File: src/rtl/keypad_scanner_if.sv
// keypad_scanner_if: keypad matrix lines plus the decoded key outputs.
// Ports: kr (row sense, active-low), kc (column drive, active-low), press, scan_code, key_valid, key_rel
interface keypad_scanner_if #(
    parameter int ROWS = 4,
    parameter int COLS = 4,
    parameter int CW   = $clog2(ROWS * COLS)
);
    logic [ROWS-1:0] kr;
    logic [COLS-1:0] kc;
    logic            press;
    logic [CW-1:0]   scan_code;
    logic            key_valid;
    logic            key_rel;
    modport master (input kr, output kc, press, scan_code, key_valid, key_rel);
    modport slave  (output kr, input kc, press, scan_code, key_valid, key_rel);
endinterface

File: src/rtl/keypad_scanner.sv
// keypad_scanner: column-scanning, debounced single-key matrix keypad decoder.
// Ports: clk, rst (sync active-high), kp.master (kr in; kc, press, scan_code, key_valid, key_rel out)
module keypad_scanner #(
    parameter int ROWS     = 4,
    parameter int COLS     = 4,
    parameter int SCAN_DIV = 1000,
    parameter int DEBOUNCE = 4
) (
    input logic              clk,
    input logic              rst,
    keypad_scanner_if.master kp
);
    localparam int CW  = $clog2(ROWS * COLS);
    localparam int CLW = $clog2(COLS);
    localparam int DW  = $clog2(SCAN_DIV);
    typedef enum logic [1:0] {SCAN, DEB_PRESS, HELD, DEB_REL} state_t;
    state_t          state_q, state_d;
    logic [ROWS-1:0] s1_q, krs_q, cand_q, cand_d, low;
    logic [DW-1:0]   div_q;
    logic [CLW-1:0]  col_q, col_d;
    logic [3:0]      cnt_q, cnt_d;
    logic [CW-1:0]   code_q, code_d, code;
    logic            press_q, press_d, kv_q, kv_d, rel_q, rel_d;
    logic            tick, one_low, all_hi, adv, acc, rls;
    int              row;
    assign tick    = div_q == DW'(SCAN_DIV - 1);
    assign low     = ~krs_q;
    // exactly one row low: nonzero and a power of two
    assign one_low = |low && ~|(low & (low - ROWS'(1)));
    assign all_hi  = &krs_q;
    assign col_d   = adv ? (col_q == CLW'(COLS - 1) ? '0 : col_q + CLW'(1)) : col_q;
    assign kp.kc        = ~(COLS'(1) << col_q);
    assign kp.press     = press_q;
    assign kp.scan_code = code_q;
    assign kp.key_valid = kv_q;
    assign kp.key_rel   = rel_q;
    always_comb begin
        row = 0;
        for (int r = 0; r < ROWS; r++)
            if (!krs_q[r]) row = r;
        code = CW'(row * COLS + int'(col_q));
    end
    always_comb begin
        state_d = state_q;
        cand_d  = cand_q;
        cnt_d   = cnt_q;
        press_d = press_q;
        code_d  = code_q;
        kv_d    = 1'b0;
        rel_d   = 1'b0;
        adv     = 1'b0;
        acc     = 1'b0;
        rls     = 1'b0;
        if (tick) begin
            case (state_q)
                SCAN: begin
                    if (one_low) begin
                        cand_d  = krs_q;
                        cnt_d   = 4'd1;
                        state_d = DEB_PRESS;
                        acc     = DEBOUNCE == 1;
                    end else begin
                        adv = 1'b1;
                    end
                end
                DEB_PRESS: begin
                    if (krs_q == cand_q) begin
                        cnt_d = cnt_q + 4'd1;
                        acc   = cnt_d == 4'(DEBOUNCE);
                    end else begin
                        cnt_d   = '0;
                        state_d = SCAN;
                        adv     = 1'b1;
                    end
                end
                HELD: begin
                    if (all_hi) begin
                        cnt_d   = 4'd1;
                        state_d = DEB_REL;
                        rls     = DEBOUNCE == 1;
                    end
                end
                default: begin
                    if (all_hi) begin
                        cnt_d = cnt_q + 4'd1;
                        rls   = cnt_d == 4'(DEBOUNCE);
                    end else begin
                        cnt_d   = '0;
                        state_d = HELD;
                    end
                end
            endcase
        end
        if (acc) begin
            press_d = 1'b1;
            code_d  = code;
            kv_d    = 1'b1;
            cnt_d   = '0;
            state_d = HELD;
        end
        if (rls) begin
            press_d = 1'b0;
            rel_d   = 1'b1;
            adv     = 1'b1;
            cnt_d   = '0;
            state_d = SCAN;
        end
    end
    always_ff @(posedge clk) begin
        if (rst) begin
            state_q <= SCAN;
            s1_q    <= '1;
            krs_q   <= '1;
            cand_q  <= '1;
            div_q   <= '0;
            col_q   <= '0;
            cnt_q   <= '0;
            code_q  <= '0;
            press_q <= 1'b0;
            kv_q    <= 1'b0;
            rel_q   <= 1'b0;
        end else begin
            state_q <= state_d;
            s1_q    <= kp.kr;
            krs_q   <= s1_q;
            cand_q  <= cand_d;
            div_q   <= (tick || adv) ? '0 : div_q + DW'(1);
            col_q   <= col_d;
            cnt_q   <= cnt_d;
            code_q  <= code_d;
            press_q <= press_d;
            kv_q    <= kv_d;
            rel_q   <= rel_d;
        end
    end
endmodule
File: src/flat_wrapper.sv
// flat-port wrapper written by rule: the top's interface ports become plain ports
module keypad_scanner_flat 
#(
    parameter int ROWS     = 4,
    parameter int COLS     = 4,
    parameter int SCAN_DIV = 1000,
    parameter int DEBOUNCE = 4
)
  (clk, rst, kp_kr, kp_kc, kp_press, kp_scan_code, kp_key_valid, kp_key_rel);
  keypad_scanner_if #(.ROWS(ROWS), .COLS(COLS)) kp_i ();
  input logic clk;
  input logic rst;
  input wire logic [$bits(kp_i.kr)-1:0] kp_kr;
  output wire logic [$bits(kp_i.kc)-1:0] kp_kc;
  output wire logic [$bits(kp_i.press)-1:0] kp_press;
  output wire logic [$bits(kp_i.scan_code)-1:0] kp_scan_code;
  output wire logic [$bits(kp_i.key_valid)-1:0] kp_key_valid;
  output wire logic [$bits(kp_i.key_rel)-1:0] kp_key_rel;
  assign kp_i.kr = kp_kr;
  assign kp_kc = kp_i.kc;
  assign kp_press = kp_i.press;
  assign kp_scan_code = kp_i.scan_code;
  assign kp_key_valid = kp_i.key_valid;
  assign kp_key_rel = kp_i.key_rel;
  keypad_scanner #(.ROWS(ROWS), .COLS(COLS), .SCAN_DIV(SCAN_DIV), .DEBOUNCE(DEBOUNCE)) u_core (.clk(clk), .rst(rst), .kp(kp_i));
endmodule
File: config.mk
export PLATFORM = sky130hd
export DESIGN_NAME = keypad_scanner_flat
export DESIGN_NICKNAME = d
export VERILOG_FILES = /design/src/rtl/keypad_scanner_if.sv /design/src/rtl/keypad_scanner.sv /design/src/flat_wrapper.sv
export SDC_FILE = /design/constraint.sdc
export NUM_CORES = 1
export LEC_CHECK = 0
export ABC_AREA = 1
export CELL_PAD_IN_SITES_DETAIL_PLACEMENT = 1
export CELL_PAD_IN_SITES_GLOBAL_PLACEMENT = 2
export CORE_MARGIN = 3
export CORE_UTILIZATION = 34
export DETAILED_ROUTE_END_ITERATION = 12
export HOLD_SLACK_MARGIN = 0.15
export PLACE_DENSITY = 0.8
export SETUP_SLACK_MARGIN = 0.2
export SLEW_MARGIN = 15
export SYNTH_ARGS = -nofsm -noshare
export SYNTH_HDL_FRONTEND = slang
export SYNTH_SLANG_ARGS = --single-unit
export TNS_END_PERCENT = 5
File: constraint.sdc
create_clock -name clk -period 4.4 [get_ports clk]
set_input_delay 0.66 -clock clk [delete_from_list [all_inputs] [get_ports clk]]
set_output_delay 0.66 -clock clk [all_outputs]
set_load 0.01 [all_outputs]
==> run metrics <==
fin nets=281; layout cells sized above 1=13.3%; iteration-0 DRC count of the detailed router=34; Total GRT Usage=14.1%; worst r2r path cells=12; CTS resizes=0; internal power=0.538 mW; cell area after synthesis=0.00177 mm2; I/O pin total=17; post-synth cell types=26; # setup viols final=0; Clock Tree Buf Depth=2; sw power=0.144 mW; clk_lat worst skew=0.28 ns; status=complete, no violations; slowest CP cell=clkdlybuf4s50_1; Fillers=660; Final Hold Viols=0; Final Instance Count excl. Fillers=337; clock power share=44.7%; Final Slew Violations=0; Worst setup EP type=primary output; Gate Count Post-Synth=248; min Tclk post-route=2.24 ns; number of diodes=0; Comb power frac=4.8%; Worst VDD drop=0.181 mV; Reg clk slew, reported paths=0.08 ns; Pre-antenna DRT Iters=4; DRC viols=0; HP Class=reg2reg; Switching Share=21.1%; Flop pwr share=50.5%; initial antenna violation count=0; setup TNS=0 ns; pin count of the biggest net entering global routing=14; CTS tree=built; period utilization=50.9%; global placer's final weighted congestion=0.703; routed via count=1533; Hold Crit Depth=1; PwrDens=321 mW/mm2; IO Port Bufs=16; num rows=25; Hold Buf Count CTS=0; CP required=3.74 ns; CP Depth=4; CTS buffer count=5; height of the die=78.2 um; CP bufs+invs=3; CP Max Fanout=5; vias in the first global route=1572; total wire length=3.88 mm; global-route wire length before repair=6.94 mm; core footprint=0.00488 mm2; vias per cell=4.55; initial core utilization=36.4%; sequential share of the synthesized area=41.7%; max cap viols=0; unrepaired setup endpoints after global routing=false; DIE AREA=0.00612 mm2; Post-Syn Area per Cell=7.15 um2; syn_nets=260; Yosys reg bits=37; Setup CP Type=reg2out; Most common cell on crit path=inv_1; Detail Route Antenna Nets=0; Worst Path Arrival=1.58 ns; H-tree Lvls=2; Rel. slew slack=71.7%; max frequency=0.447 GHz; CP startpoint kind=flop; clock root cell=clkbuf_8; leakage=0.948 nW; post-CTS setup buffers=0; CP Cell Sequence=inv_1, ha_1, inv_1, clkdlybuf4s50_1; clk sink count=37; Slew @ Worst Pin=0.424 ns; Worst Skew=0.00562 ns; WL/cell=11.5 um; Die Span X=78.2 um; max incr delay on CP=0.52 ns; critical path's top delay family=buffers and inverters; placed cells=329; DPL Wire Length=3.01 mm; Yosys warning count=0; Layout Area Growth over Synthesis=19.9%; total grt overflow=0
## worst paths after layout
path	end	slack, ns	from
hold reg to reg	u_core.krs_q[1]	0.41	u_core.s1_q[1]
setup / recovery	kp_kc[0]	2.16	u_core.col_q[0]
setup reg to reg	u_core.col_q[0]	2.75	u_core.div_q[0]
hold / removal	u_core.krs_q[1]	0.41	u_core.s1_q[1]
## cell usage after synthesis
cell type,count,area (um2)
clkinv_2,1,5.00
o211ai_1,5,37.5
nor2_2,2,12.5
inv_1,33,124
or2_2,10,62.6
nor2_4,3,33.8
xnor2_1,2,17.5
inv_2,3,11.3
nand3_1,11,55.1
and3_1,2,12.5
nand3_2,2,20.0
o21ai_0,6,30.0
nor3_2,1,10.0
dfxtp_1,37,741
o21ai_1,2,10.0
nand4_1,2,12.5
xor2_1,2,17.5
a21oi_1,9,45.0
nand2_1,57,214
nand2_4,1,11.3
clkbuf_1,2,7.51
o31ai_1,1,7.51
ha_1,6,75.1
nor3_1,5,25.0
nor2_1,37,139
nand2_2,6,37.5
## worst reg2reg max path, delay by kind of cell (launching register included)
family | cells | cell delay [ns]
flip-flops | 1 | 0.35
buffers and inverters | 2 | 0.16
AND/OR/NAND/NOR | 9 | 0.85
adder cells (fa/ha/maj) | 1 | 0.19
## per-layer routing
metal / GRT usage, % / share of wire, %
met5: 0 / 0
met4: 3.67 / 1.1
met3: 3.44 / 2.5
met2: 23.2 / 45
met1: 18.5 / 51
## cells by family (layout without fill, tap and decap cells)
family / count (synthesis) / count (layout) / share of synthesized area [%]
AO/OA/AOI/OAI: 23 / 23 / 7.33
XOR/XNOR: 4 / 4 / 1.97
adder cells (fa/ha/maj): 6 / 6 / 4.23
buffers and inverters: 39 / 61 / 8.32
flip-flops: 37 / 37 / 41.7
AND/OR/NAND/NOR: 139 / 139 / 36.4
## power by group through the flow
stage	combinational, mW	sequential (mW)	clock (mW)
3_3_place_gp	0.0329	0.352	0
3_5_place_dp	0.0333	0.353	0
6_report	0.0325	0.345	0.305
5_1_grt	0.0376	0.346	0.333
4_1_cts	0.0335	0.345	0.312
2_1_floorplan	0.0232	0.351	0
## layout by cell type, fill, tap and decap left out
cell type / Yosys / layout
nor2_1: 37 / 37
o21ai_1: 2 / 2
nand3_2: 2 / 2
nor2_4: 3 / 3
nand2_4: 1 / 1
nor3_1: 5 / 5
o211ai_1: 5 / 5
nor3_2: 1 / 1
nand2_1: 57 / 57
ha_1: 6 / 6
clkbuf_8: 0 / 6
o31ai_1: 1 / 1
nand2_2: 6 / 6
nor2_2: 2 / 2
and3_1: 2 / 2
a21oi_1: 9 / 9
or2_2: 10 / 10
xor2_1: 2 / 2
dfxtp_1: 37 / 37
nand4_1: 2 / 2
o21ai_0: 6 / 6
clkbuf_1: 2 / 1
inv_2: 3 / 3
clkdlybuf4s50_1: 0 / 16
inv_1: 33 / 33
nand3_1: 11 / 11
bufinv_16: 0 / 1
clkinv_2: 1 / 1
xnor2_1: 2 / 2
## stage by stage
stage	worst slack [ns]	total power, mW	hold slack [ns]	cell area, um2	util (%)
global route	2.04	0.716	0.418	2130	43.6
global placement	2.14	0.385	0.393	2010	41.2
CTS	2.14	0.690	0.416	2130	43.6
finish	2.16	0.682	0.410	2130	43.6
floorplan	2.97	0.375	0.389	1770	-
detailed placement	2.11	0.386	0.399	2010	41.2
## sequential cells by signal (all words and copies together), names as in the netlist
| name | count |
|---|---|
| u_core.div_q | 10 |
| u_core.s1_q | 4 |
| u_core.kp.press | 1 |
| u_core.kp.scan_code | 4 |
| u_core.col_q | 2 |
| u_core.krs_q | 4 |
| u_core.cand_q | 4 |
| u_core.kp.key_valid | 1 |
| u_core.state_q | 2 |
| u_core.cnt_q | 4 |
| u_core.kp.key_rel | 1 |
## area by class of cell
class,count,area (um2),share of cell area [%]
Inverter,37,140,6.59
Sequential cell,37,741,34.8
Multi-Input combinational cell,172,886,41.6
Clock inverter,1,30.0,1.41
Tap cell,67,83.8,3.94
Clock buffer,7,86.3,4.06
Timing Repair Buffer,16,160,7.53
(Power assumes the default switching activity.)
